### config.mk
export PLATFORM = sky130hd
export DESIGN_NAME = mult_div_unit_flat
export DESIGN_NICKNAME = d
export VERILOG_FILES = /design/src/rtl/mult_div_unit_pkg.sv /design/src/rtl/mult_div_unit_if.sv /design/src/rtl/mult_div_unit_sign_fix.sv /design/src/rtl/mult_div_unit.sv /design/src/flat_wrapper.sv
export SDC_FILE = /design/constraint.sdc
export NUM_CORES = 1
export LEC_CHECK = 0
export CORE_MARGIN = 3
export CORE_UTILIZATION = 60
export DETAILED_ROUTE_END_ITERATION = 8
export GPL_ROUTABILITY_DRIVEN = 0
export PLACE_DENSITY = 0.81
export SLEW_MARGIN = 5
export SYNTH_ARGS = -nofsm -noshare
export SYNTH_HDL_FRONTEND = slang
export SYNTH_HIERARCHICAL = 1
export SYNTH_SLANG_ARGS = --single-unit
### constraint.sdc
create_clock -name clk -period 8.8 [get_ports clk]
set_input_delay 0.88 -clock clk [delete_from_list [all_inputs] [get_ports clk]]
set_output_delay 0.88 -clock clk [all_outputs]
set_load 0.1 [all_outputs]
### src/rtl/mult_div_unit_pkg.sv
// Shared types for the iterative multiply/divide unit.
package mult_div_unit_pkg;

  typedef enum logic [1:0] {
    md_mul_lo = 2'b00,
    md_mul_hi = 2'b01,
    md_div_q  = 2'b10,
    md_div_r  = 2'b11
  } lc3b_md_op;

  typedef enum logic [1:0] {
    ST_IDLE = 2'b00,
    ST_RUN  = 2'b01,
    ST_FIN  = 2'b10
  } md_state_e;

  function automatic logic is_div(input lc3b_md_op op);
    return (op == md_div_q) || (op == md_div_r);
  endfunction

endpackage

### src/rtl/mult_div_unit_if.sv
// Start/busy/done handshake between the EX stage and the multiply/divide unit.
interface mult_div_unit_if
  import mult_div_unit_pkg::*;
#(
  parameter int WIDTH = 16
);
  logic             start;
  lc3b_md_op        op;
  logic             signed_en;
  logic [WIDTH-1:0] a;
  logic [WIDTH-1:0] b;
  logic             busy;
  logic             done;
  logic [WIDTH-1:0] result;
  logic             div_by_zero;

  modport master (
    output start, op, signed_en, a, b,
    input  busy, done, result, div_by_zero
  );

  modport slave (
    input  start, op, signed_en, a, b,
    output busy, done, result, div_by_zero
  );
endinterface

### src/rtl/mult_div_unit_sign_fix.sv
// Conditional two's-complement negate; used for operand magnitudes and result fix-up.
module mult_div_unit_sign_fix #(
  parameter int WIDTH = 16
) (
  input  logic             neg,
  input  logic [WIDTH-1:0] x,
  output logic [WIDTH-1:0] y
);
  assign y = neg ? (~x + WIDTH'(1)) : x;
endmodule

### src/rtl/mult_div_unit.sv
// Iterative shift-add multiply / restoring divide, one bit per cycle.
//   state | meaning
//   IDLE  | waiting for start; result/div_by_zero hold last value
//   RUN   | one multiply or divide iteration per cycle, counter counts down
//   FIN   | done pulse; result and div_by_zero were registered on entry
module mult_div_unit
  import mult_div_unit_pkg::*;
#(
  parameter int WIDTH = 16,
  parameter int CNT_W = $clog2(WIDTH + 1)
) (
  input  logic          clk,
  input  logic          reset,
  mult_div_unit_if.slave md
);

  md_state_e          state;
  logic [CNT_W-1:0]   cnt;
  lc3b_md_op          op_q;
  logic               sign_a_q;
  logic               sign_b_q;
  logic [WIDTH-1:0]   opd;
  logic [2*WIDTH-1:0] acc;
  logic [2*WIDTH-1:0] acc_nxt;
  logic               busy_q;
  logic               done_q;
  logic [WIDTH-1:0]   result_q;
  logic               dbz_q;

  logic               sign_a;
  logic               sign_b;
  logic [WIDTH-1:0]   mag_a;
  logic [WIDTH-1:0]   mag_b;
  logic [2*WIDTH-1:0] prod_fix;
  logic [WIDTH-1:0]   quo_fix;
  logic [WIDTH-1:0]   rem_fix;
  logic [WIDTH-1:0]   res_nxt;
  logic [WIDTH:0]     add_sum;
  logic [WIDTH:0]     div_top;
  logic [WIDTH:0]     div_diff;

  assign sign_a = md.signed_en & md.a[WIDTH-1];
  assign sign_b = md.signed_en & md.b[WIDTH-1];

  mult_div_unit_sign_fix #(.WIDTH(WIDTH))   u_mag_a (.neg(sign_a), .x(md.a), .y(mag_a));
  mult_div_unit_sign_fix #(.WIDTH(WIDTH))   u_mag_b (.neg(sign_b), .x(md.b), .y(mag_b));
  mult_div_unit_sign_fix #(.WIDTH(2*WIDTH)) u_prod  (.neg(sign_a_q ^ sign_b_q),
                                                     .x(acc_nxt), .y(prod_fix));
  mult_div_unit_sign_fix #(.WIDTH(WIDTH))   u_quo   (.neg(sign_a_q ^ sign_b_q),
                                                     .x(acc_nxt[WIDTH-1:0]), .y(quo_fix));
  mult_div_unit_sign_fix #(.WIDTH(WIDTH))   u_rem   (.neg(sign_a_q),
                                                     .x(acc_nxt[2*WIDTH-1:WIDTH]), .y(rem_fix));

  // acc holds {partial product, multiplier} for multiply and {remainder, quotient} for divide
  always_comb begin
    add_sum  = {1'b0, acc[2*WIDTH-1:WIDTH]} + (acc[0] ? {1'b0, opd} : '0);
    div_top  = acc[2*WIDTH-1:WIDTH-1];
    div_diff = div_top - {1'b0, opd};
    acc_nxt  = acc;
    if (is_div(op_q)) begin
      acc_nxt = {(div_diff[WIDTH] ? div_top[WIDTH-1:0] : div_diff[WIDTH-1:0]),
                 acc[WIDTH-2:0], ~div_diff[WIDTH]};
    end else begin
      acc_nxt = {add_sum, acc[WIDTH-1:1]};
    end
  end

  always_comb begin
    res_nxt = '0;
    case (op_q)
      md_mul_lo: res_nxt = prod_fix[WIDTH-1:0];
      md_mul_hi: res_nxt = prod_fix[2*WIDTH-1:WIDTH];
      md_div_q:  res_nxt = quo_fix;
      md_div_r:  res_nxt = rem_fix;
      default:   res_nxt = '0;
    endcase
  end

  always_ff @(posedge clk) begin
    if (reset) begin
      state    <= ST_IDLE;
      cnt      <= '0;
      op_q     <= md_mul_lo;
      sign_a_q <= 1'b0;
      sign_b_q <= 1'b0;
      opd      <= '0;
      acc      <= '0;
      busy_q   <= 1'b0;
      done_q   <= 1'b0;
      result_q <= '0;
      dbz_q    <= 1'b0;
    end else begin
      case (state)
        ST_IDLE: begin
          done_q <= 1'b0;
          if (md.start) begin
            op_q     <= md.op;
            sign_a_q <= sign_a;
            sign_b_q <= sign_b;
            dbz_q    <= 1'b0;
            if (is_div(md.op) && (md.b == '0)) begin
              // divide by zero never iterates: all-ones quotient, dividend as remainder
              state    <= ST_FIN;
              done_q   <= 1'b1;
              dbz_q    <= 1'b1;
              result_q <= (md.op == md_div_q) ? '1 : md.a;
            end else begin
              state  <= ST_RUN;
              busy_q <= 1'b1;
              cnt    <= CNT_W'(WIDTH);
              opd    <= is_div(md.op) ? mag_b : mag_a;
              acc    <= {{WIDTH{1'b0}}, (is_div(md.op) ? mag_a : mag_b)};
            end
          end
        end
        ST_RUN: begin
          acc <= acc_nxt;
          cnt <= cnt - CNT_W'(1);
          if (cnt == CNT_W'(1)) begin
            state    <= ST_FIN;
            busy_q   <= 1'b0;
            done_q   <= 1'b1;
            result_q <= res_nxt;
          end
        end
        ST_FIN: begin
          done_q <= 1'b0;
          state  <= ST_IDLE;
        end
        default: state <= ST_IDLE;
      endcase
    end
  end

  assign md.busy        = busy_q;
  assign md.done        = done_q;
  assign md.result      = result_q;
  assign md.div_by_zero = dbz_q;

endmodule

### src/flat_wrapper.sv
// flat-port wrapper written by rule: the top's interface ports become plain ports
module mult_div_unit_flat import mult_div_unit_pkg::*;
#(
  parameter int WIDTH = 16,
  parameter int CNT_W = $clog2(WIDTH + 1)
)
  (clk, reset, md_start, md_op, md_signed_en, md_a, md_b, md_busy, md_done, md_result, md_div_by_zero);
  mult_div_unit_if #(.WIDTH(WIDTH)) md_i ();
  input  logic clk;
  input  logic reset;
  input wire logic [$bits(md_i.start)-1:0] md_start;
  input wire logic [$bits(md_i.op)-1:0] md_op;
  input wire logic [$bits(md_i.signed_en)-1:0] md_signed_en;
  input wire logic [$bits(md_i.a)-1:0] md_a;
  input wire logic [$bits(md_i.b)-1:0] md_b;
  output wire logic [$bits(md_i.busy)-1:0] md_busy;
  output wire logic [$bits(md_i.done)-1:0] md_done;
  output wire logic [$bits(md_i.result)-1:0] md_result;
  output wire logic [$bits(md_i.div_by_zero)-1:0] md_div_by_zero;
  assign md_i.start = md_start;
  assign md_i.op = md_op;
  assign md_i.signed_en = md_signed_en;
  assign md_i.a = md_a;
  assign md_i.b = md_b;
  assign md_busy = md_i.busy;
  assign md_done = md_i.done;
  assign md_result = md_i.result;
  assign md_div_by_zero = md_i.div_by_zero;
  mult_div_unit #(.WIDTH(WIDTH), .CNT_W(CNT_W)) u_core (.clk(clk), .reset(reset), .md(md_i));
endmodule
==> flow_summary.toml <==
[layout]
fin_util_pct = 69.16
final.fill_count = 1078
antenna_cells = 0
fin_area_um2 = 9195
layout-drive-gt1-share_pct = 10.34
layoutNonFillerInstCount = 1249
fin_nets = 1150
area_growth_pct = 12.52

[yosys]
synth.most_common_cell = "nand2_1"
synth_seq_area_share_pct = 19.11
synth_area_leaders = "dfxtp_1, xnor2_1, ha_1"
synth_seq_cells = 78
syn-num-nets = 1116
synth_cell_type_count = 64
syn_area_um2 = 8172
syn_avg_cell_area_um2 = 7.903
yosysTopAreaCell = "dfxtp_1"
yosys_warnings = 6
synth_cells = 1034
synth_ff_type = "dfxtp_1"
synthArstFlopShare_pct = 0
netlist_top_cells_count = "nand2_1, dfxtp_1, nor2_1, xnor2_1, a21oi_1"
synth-edff-count = 0
synth_top_area_share_pct = 19.11

[setup_path]
start_kind = "flop"
crit_arrival_ps = 5730
rr_worst_depth = 19
worstSetupEndpointType = "flop"
critPathMaxFanout = 17
crit_required_ps = 8990
r2r-end = "u_core/md.result[8]"
rrSetupSlack_ps = 3260
r2r_start = "u_core/acc[15]"
critPathSlowestCell = "o21ai_0"
crit_type = "reg -> reg"
cpPeakStageDelay_ps = 610
crit_chain = "inv_1 -> ha_1 -> inv_1 -> fa_1 -> a211oi_1 -> o31a_1 -> a211o_1 -> a21oi_1 -> a311oi_4 -> buf_4 -> mux2i_1 -> a21oi_2 -> or4_1 -> o21ai_0 -> nand2_1 -> xor2_1 -> mux4_2 -> o221ai_1 -> a21oi_1"

[timing]
finalCritPeriodShare_pct = 62.94
hold_viol_final = 0
clock_skew_ps = 8.247
finalCriticalPeriod_ps = 5539
fmax_mhz = 180.5
rsz0062_at_grt = "no"
slew_violations = 0
fin_tns_setup_ps = 0
setup_viol = 0
finalWorstSetupSlack_ps = 3261
worst_slew_pin_slew_ps = 1232
relSlewSlack_pct = 17.00

[grt]
antenna_found_initial = 0
grt_pass1_vias = 7610
grt_max_degree = 74
grtUsageTotal_pct = 34.15
grt_first_pass_wirelength_um = 40280
grt_overflow_total = 0

[power]
ir_drop_mv = 0.1455
leakage_nw = 3.642
powerDensity_nw_per_um2 = 170.3

[clock_tree]
cts_tree = "done"
cts_resized = 0
h-tree-depth = 3
clkLatencyLatePin_ps = 350
cts.sinks = 78
cts_made_buffers = 9
ctsHoldBuffers = 0
cts-root-buf = "clkbuf_16"
cts_setup_buffers = 0
cts_buffer_depth = 2
clk_pin_slew_worst_paths_ps = 60

[min_path]
hold_depth = 2
hp-start = "u_core/md.result[3]"
hold_end = "u_core/md.result[3]"
hold_class = "reg -> reg"

[route]
wl_um = 25560
drc = 0
wl_per_cell_um = 20.46
ant_nets = 0
via_per_inst = 6.552
vias = 8184
drt-pass1-iter-count = 6
dr.first_iter.drc_count = 966

[floorplan]
dieArea_um2 = 15060
initial_utilization_pct = 61.46
fp.dieH_um = 122.7
core_area_um2 = 13300
io-pin-count = 57
die_x_um = 122.7
rows = 42

[place]
dpl.hpwl_um = 18890
placed_area_um2 = 8894
pre_cts_ws_ps = 3506
dp.cells = 1233
io_buffers = 56

[run]
maxCapViolations = 0

[status]
outcome = "finished clean"
## cell type report
| type | count | area (µm²) | share of cell area [%] |
|---|---|---|---|
| Clock inverter | 5 | 58.81 | 0.6395 |
| Timing Repair Buffer | 78 | 715.7 | 7.783 |
| Sequential cell | 78 | 1563 | 17.00 |
| Tap cell | 176 | 220.2 | 2.395 |
| Multi-Input combinational cell | 844 | 6181 | 67.22 |
| Clock buffer | 11 | 242.7 | 2.640 |
| Inverter | 57 | 214.0 | 2.327 |
## worst max-delay path by stage
stage | startpoint | to | slack [ps]
global route | u_core/acc[15] | u_core/md.result[10] | 2920
global placement | u_core/acc[15] | u_core/md.result[12] | 3700
CTS | u_core/acc[15] | u_core/md.result[8] | 3370
detailed placement | u_core/acc[15] | u_core/md.result[10] | 3510
finish | u_core/acc[15] | u_core/md.result[8] | 3260
floorplan | u_core/acc[15] | u_core/md.result[11] | 4030
## cell usage in the layout (no fill, tap or decap), drive strengths merged, types with 35 or more instances in the layout
cell,instances
nor2,77
ha,42
o21ai,64
inv,57
a21oi,74
clkdlybuf4s50,54
xor2,35
xnor2,77
nand2,117
dfxtp,78
mux2i,47
## kinds of logic (layout without fill, tap and decap cells)
logic type | Yosys count | count (layout) | share of synthesized area [%]
AO/OA/AOI/OAI | 286 | 286 | 24.27
XOR/XNOR | 112 | 112 | 12.00
adder cells (fa/ha/maj) | 44 | 44 | 6.921
buffers and inverters | 112 | 151 | 5.558
flip-flops | 78 | 78 | 19.11
multiplexers | 79 | 79 | 12.37
AND/OR/NAND/NOR | 323 | 323 | 19.77
## critical path, delay by kind of cell, from the launching register on
family | cells | cell delay [ps]
compound gates | 9 | 2390
mux | 2 | 730
simple gates | 2 | 700
fa+ha+maj | 2 | 590
buf+inv | 3 | 470
flops | 1 | 320
xor+xnor | 1 | 190
## power breakdown
group / total, W / leakage (nW) / switching [W] / internal (W)
clock: 0.000389 / 0.142 / 0.000161 / 0.000228
combinational: 0.000758 / 2.86 / 0.000465 / 0.000292
sequential: 0.000419 / 0.637 / 0.0000348 / 0.000385
## flip-flops by register name, summed over array words and instances, names as in the netlist
name / count
u_core/acc: 32
u_core/md.result: 16
u_core/md.div_by_zero: 1
u_core/sign_a_q: 1
u_core/sign_b_q: 1
u_core/opd: 16
u_core/cnt: 5
u_core/md.busy: 1
u_core/op_q: 2
u_core/md.done: 1
u_core/state: 2
## layer usage
metal	GRT usage [%]	wire [µm]
met1	44.77	10200
met2	54.39	11580
met3	5.899	2610
met4	16.52	1168
met5	0	0
## per-stage QoR
step	hold WS, ps	total power, W
detailed placement	446.5	0.001155
floorplan	464.8	0.0009626
global placement	440.1	0.001143
global route	471.3	0.001637
finish	450.9	0.001566
CTS	455.1	0.001547
Power figures use the tool's default switching activity.
==> RTL change 1 (same flow settings) <==
`WIDTH` is set to 16 in 4 places; all go to 8.
--- a/src/rtl/mult_div_unit_if.sv
+++ b/src/rtl/mult_div_unit_if.sv
@@ -2,7 +2,7 @@
 interface mult_div_unit_if
   import mult_div_unit_pkg::*;
 #(
-  parameter int WIDTH = 16
+  parameter int WIDTH = 8
 );
   logic             start;
   lc3b_md_op        op;
--- a/src/rtl/mult_div_unit_sign_fix.sv
+++ b/src/rtl/mult_div_unit_sign_fix.sv
@@ -1,6 +1,6 @@
 // Conditional two's-complement negate; used for operand magnitudes and result fix-up.
 module mult_div_unit_sign_fix #(
-  parameter int WIDTH = 16
+  parameter int WIDTH = 8
 ) (
   input  logic             neg,
   input  logic [WIDTH-1:0] x,
--- a/src/rtl/mult_div_unit.sv
+++ b/src/rtl/mult_div_unit.sv
@@ -6,7 +6,7 @@
 module mult_div_unit
   import mult_div_unit_pkg::*;
 #(
-  parameter int WIDTH = 16,
+  parameter int WIDTH = 8,
   parameter int CNT_W = $clog2(WIDTH + 1)
 ) (
   input  logic          clk,
--- a/src/flat_wrapper.sv
+++ b/src/flat_wrapper.sv
@@ -1,7 +1,7 @@
 // flat-port wrapper written by rule: the top's interface ports become plain ports
 module mult_div_unit_flat import mult_div_unit_pkg::*;
 #(
-  parameter int WIDTH = 16,
+  parameter int WIDTH = 8,
   parameter int CNT_W = $clog2(WIDTH + 1)
 )
   (clk, reset, md_start, md_op, md_signed_en, md_a, md_b, md_busy, md_done, md_result, md_div_by_zero);
Ports: changed (resized md_a, md_b and md_result); port bits go from 57 to 33. No check against the original RTL was run, so the function may have changed too.
==> RTL change 1 against the original RTL <==
  * Total power is 52% lower
  * Largest cell class unchanged
  * Worst setup slack better by 810 ps
  * Via count is 53% lower
  * Highest routed layer unchanged
  * Routed wire length is 56% lower
  * Final area is 48% lower
  * Area after synthesis is 47% lower
  * Largest power group unchanged
  * Sequential cell count is 33 lower
  * First-iteration DRC count is 66% lower
  * Critical path type unchanged
==> RTL change 1: results <==
set metrics [dict create \
    drive_gt1_share_pct 13.5 \
    critPathSlowestCell "mux4_2" \
    syn-num-nets 559 \
    nets 581 \
    vias_per_cell 6.19 \
    clock_latency_ps 310 \
    synth_common_cells "50 x nand2_1, 45 x dfxtp_1, 38 x xnor2_1" \
    outcome "complete, no violations" \
    fin_skew_ps 13.3 \
    port_buffers 32 \
    max_stage_delay_ps 460 \
    root_buffer "clkbuf_8" \
    htreeDepth 2 \
    grt_max_degree 39 \
    drt_iter0_markers 327 \
    crit_path_max_fanout 9 \
    slew_headroom_pct 34.4 \
    ys_top_cells_by_area "dfxtp_1 21%, xnor2_1 7.7%, ha_1 7.5%" \
    firstDrtPassIters 5 \
    synth.distinct_cells 59 \
    hold_ws_ps 457 \
    ir_drop_uv 86.0 \
    ff2ff_setup_slack_ps 4070 \
    grt_pass1_vias 3746 \
    grt_pass1_wl_um 18400 \
    clk_pin_slew_ps 100 \
    n_fill_cell 548 \
    dp_hpwl_um 8510 \
    cts_made_buffers 5 \
    largest_register_ffs 16 \
]
RTL change 1: area by class of cell:
| class | instances | share of cell area, % |
|---|---|---|
| Sequential cell | 45 | 18.8 |
| Clock buffer | 5 | 1.43 |
| Clock inverter | 3 | 1.04 |
| Tap cell | 96 | 2.50 |
| Inverter | 35 | 2.74 |
| Timing Repair Buffer | 37 | 7.46 |
| Multi-Input combinational cell | 407 | 66.0 |
RTL change 1: stage by stage:
stage | cell area, sq um | setup slack [ps] | std cells
6_report | 4800 | 4070 | 628
5_1_grt | 4800 | 3810 | 628
4_1_cts | 4800 | 4090 | 628
3_5_place_dp | 4680 | 4090 | 620
3_3_place_gp | 4680 | 4250 | 620
2_1_floorplan | 4310 | 4490 | 509
RTL change 1: worst max-delay path: cells and delay by family, from the launching register on:
family | cells | cell delay [ps]
flip-flops | 1 | 330
AND/OR/NAND/NOR | 2 | 870
buffers and inverters | 2 | 150
AO/OA/AOI/OAI | 6 | 1250
multiplexers | 3 | 1060
adder cells (fa/ha/maj) | 2 | 610
XOR/XNOR | 2 | 350
RTL change 1: per-layer routing:
layer,vias to the layer above,track usage [%],routed length (um),part of all wire [%]
met2,137,42.7,5160,46
met5,-,0,0,0
met4,0,11.9,352,3.2
met1,1840,37.5,4990,45
li1,1883,-,-,-
met3,27,3.25,642,5.8
RTL change 1: power groups by stage:
stage | combinational (uW) | sequential [uW] | clock (uW)
3_3_place_gp | 331 | 244 | 0
2_1_floorplan | 242 | 263 | 0
6_report | 346 | 240 | 165
3_5_place_dp | 338 | 245 | 0
5_1_grt | 375 | 243 | 177
4_1_cts | 341 | 240 | 169
RTL change 1: worst paths after layout:
path	startpoint	end	depth (start not counted)
setup / recovery	u_core/acc[7]	u_core/md.result[7]	17
hold / removal	u_core/md.result[5]	u_core/md.result[5]	2
setup reg to reg	u_core/acc[7]	u_core/md.result[7]	17
hold reg to reg	u_core/md.result[5]	u_core/md.result[5]	2
RTL change 1: kinds of logic after synthesis:
logic type                 synth area share (%)
DFF                                        20.9
buffers and inverters                      5.55
adders and majority gates                  8.48
xor gates and xnor gates                   10.4
and+or+nand+nor                            17.2
AOI/OAI and AO/OA                          24.4
muxes                                      13.0
==> RTL change 2 (same settings) <==
Made on the original files. Encoding of `md_state_e`: now one-hot (3 bits for 3 states).
--- a/src/rtl/mult_div_unit_pkg.sv
+++ b/src/rtl/mult_div_unit_pkg.sv
@@ -8,10 +8,10 @@
     md_div_r  = 2'b11
   } lc3b_md_op;
 
-  typedef enum logic [1:0] {
-    ST_IDLE = 2'b00,
-    ST_RUN  = 2'b01,
-    ST_FIN  = 2'b10
+  typedef enum logic [2:0] {
+    ST_IDLE = 3'b001,
+    ST_RUN  = 3'b010,
+    ST_FIN  = 3'b100
   } md_state_e;
 
   function automatic logic is_div(input lc3b_md_op op);
Behaviour: same outputs for any inputs over 10 cycles, from zero or initial values and one cycle with reset high; not proved beyond that.
==> RTL change 2 against the original RTL <==
  * Final area is 0.57% lower
  * Area after synthesis rose by 0.38%
  * Sequential share of layout area increased by 0.32 points
  * Worst setup slack got worse by 260 ps
  * Clock power rose by 3%
  * Die area grew 0.37%
  * Combinational power fell by 29%
  * Count of clock-buffer cells in the layout down 1
  * Sequential cell count is 1 higher
  * Critical path type unchanged
  * Cell count down 1.1%
  * Routed wire length is 3.6% lower
  * Total power is 14% lower
==> RTL change 2: results <==
set metrics [dict create \
    outcome "complete, no violations" \
    yosysSeqAreaShare_pct 19.3 \
    arrival_ps 6020 \
    wl_met2_um 11600 \
    reg2regPathDepth 21 \
    firstDrtPassIters 5 \
    vias_per_cell 6.52 \
    grt_use_total_pct 32.6 \
    grt_pass1_wl_um 38500 \
    grt_max_degree 72 \
    synth_common_cells "110 x nand2_1, 86 x nor2_1, 82 x xnor2_1" \
    ff2ff_setup_slack_ps 3000 \
    n_fill_cell 1125 \
    critPathSlowestCell "nor2_1" \
    grt_use_met1_pct 42.3 \
    highest_layer "met4" \
    n_antenna_cell 0 \
    nMultiInputCombCells 851 \
    fin_skew_ps 9.08 \
    globalRouteMet3Util_pct 6.18 \
    grt_pass1_vias 7346 \
    synth.distinct_cells 58 \
    nonClkBufAreaFrac_pct 7.25 \
    dp_hpwl_um 18500 \
    worstSetupEndpoint "u_core/md.result[10]" \
    hold_start "u_core/md.div_by_zero" \
    clock_area_share_pct 3.45 \
    clockBufferCount 10 \
    wl_per_cell_um 20.0 \
    synthAdderAreaFrac_pct 6.44 \
    root_buffer "clkbuf_16" \
    cpLargestDelayFamily "simple AND/OR/NAND/NOR gates" \
    cts_sinks 79 \
    inverters_excl_clock 42 \
    signal_buffers 71 \
    met3WireLength_um 1980 \
    slew_headroom_pct 17.8 \
    yosys_most_used_dff "dfxtp_1" \
    crit_path_max_fanout 13 \
    synthXorXnorAreaFrac_pct 12.3 \
    place_area_sq_mm 0.00883 \
    ys_top_cells_by_area "dfxtp_1 19%, xnor2_1 8.8%, ha_1 5.9%" \
    max_stage_delay_ps 760 \
    clock_latency_ps 350 \
    drt_iter0_markers 946 \
    seq_area_sq_mm 0.00158 \
    drive_gt1_share_pct 10.4 \
    grt_use_met2_pct 53.4 \
    port_buffers 56 \
    ir_drop_uv 97.4 \
    synth-compound-area-share_pct 23.2 \
    wl_met1_um 10200 \
    p_leak_uw 0.00358 \
    multi_input_area_sq_mm 0.00620 \
    synthMuxAreaShare_pct 11.4 \
]
[RTL change 2: cell types whose count changed in the layout (fill, tap and decap cells not counted), sizes merged, moves of 5 or more]
cell | unedited run | this run
o211ai | 5 | 21
nand3 | 14 | 9
buf | 24 | 17
mux2i | 47 | 38
inv | 57 | 45
nand2 | 117 | 110
or3 | 22 | 16
o221ai | 18 | 0
xnor2 | 77 | 82
nor2 | 77 | 86
o21ai | 64 | 53
nor3 | 13 | 41
[RTL change 2: report_power, final]
group,leakage (uW),internal [uW],switching (uW)
clock,0.000156,233,169
combinational,0.00277,219,321
sequential,0.000646,380,28.2
total,0.00358,832,518
[RTL change 2: kinds of logic after synthesis]
kind of cell / count (synthesis)
AOI/OAI and AO/OA: 277
xor gates and xnor gates: 115
adders and majority gates: 41
buffers and inverters: 107
DFF: 79
muxes: 71
and+or+nand+nor: 347
[RTL change 2: worst min-delay path by stage]
| stage | endpoint | slack, ps | cells past startpoint |
|---|---|---|---|
| 6_report | u_core/md.div_by_zero | 460 | 2 |
| 3_5_place_dp | u_core/md.div_by_zero | 450 | 2 |
| 2_1_floorplan | u_core/sign_b_q | 450 | 2 |
| 4_1_cts | u_core/md.div_by_zero | 460 | 2 |
| 5_1_grt | u_core/md.div_by_zero | 490 | 2 |
| 3_3_place_gp | u_core/md.div_by_zero | 450 | 2 |
[RTL change 2: per-stage QoR]
stage / instances / setup WS (ps) / util (%) / hold slack (ps) / total power (uW)
after floorplan: 1037 / 3970 / - / 448 / 805
after global placement: 1219 / 3220 / 66.4 / 450 / 930
after detailed placement: 1219 / 3080 / 66.4 / 454 / 940
after CTS: 1235 / 3090 / 68.8 / 463 / 1340
after global routing: 1235 / 2490 / 68.8 / 490 / 1410
final: 1235 / 3000 / 68.8 / 458 / 1350
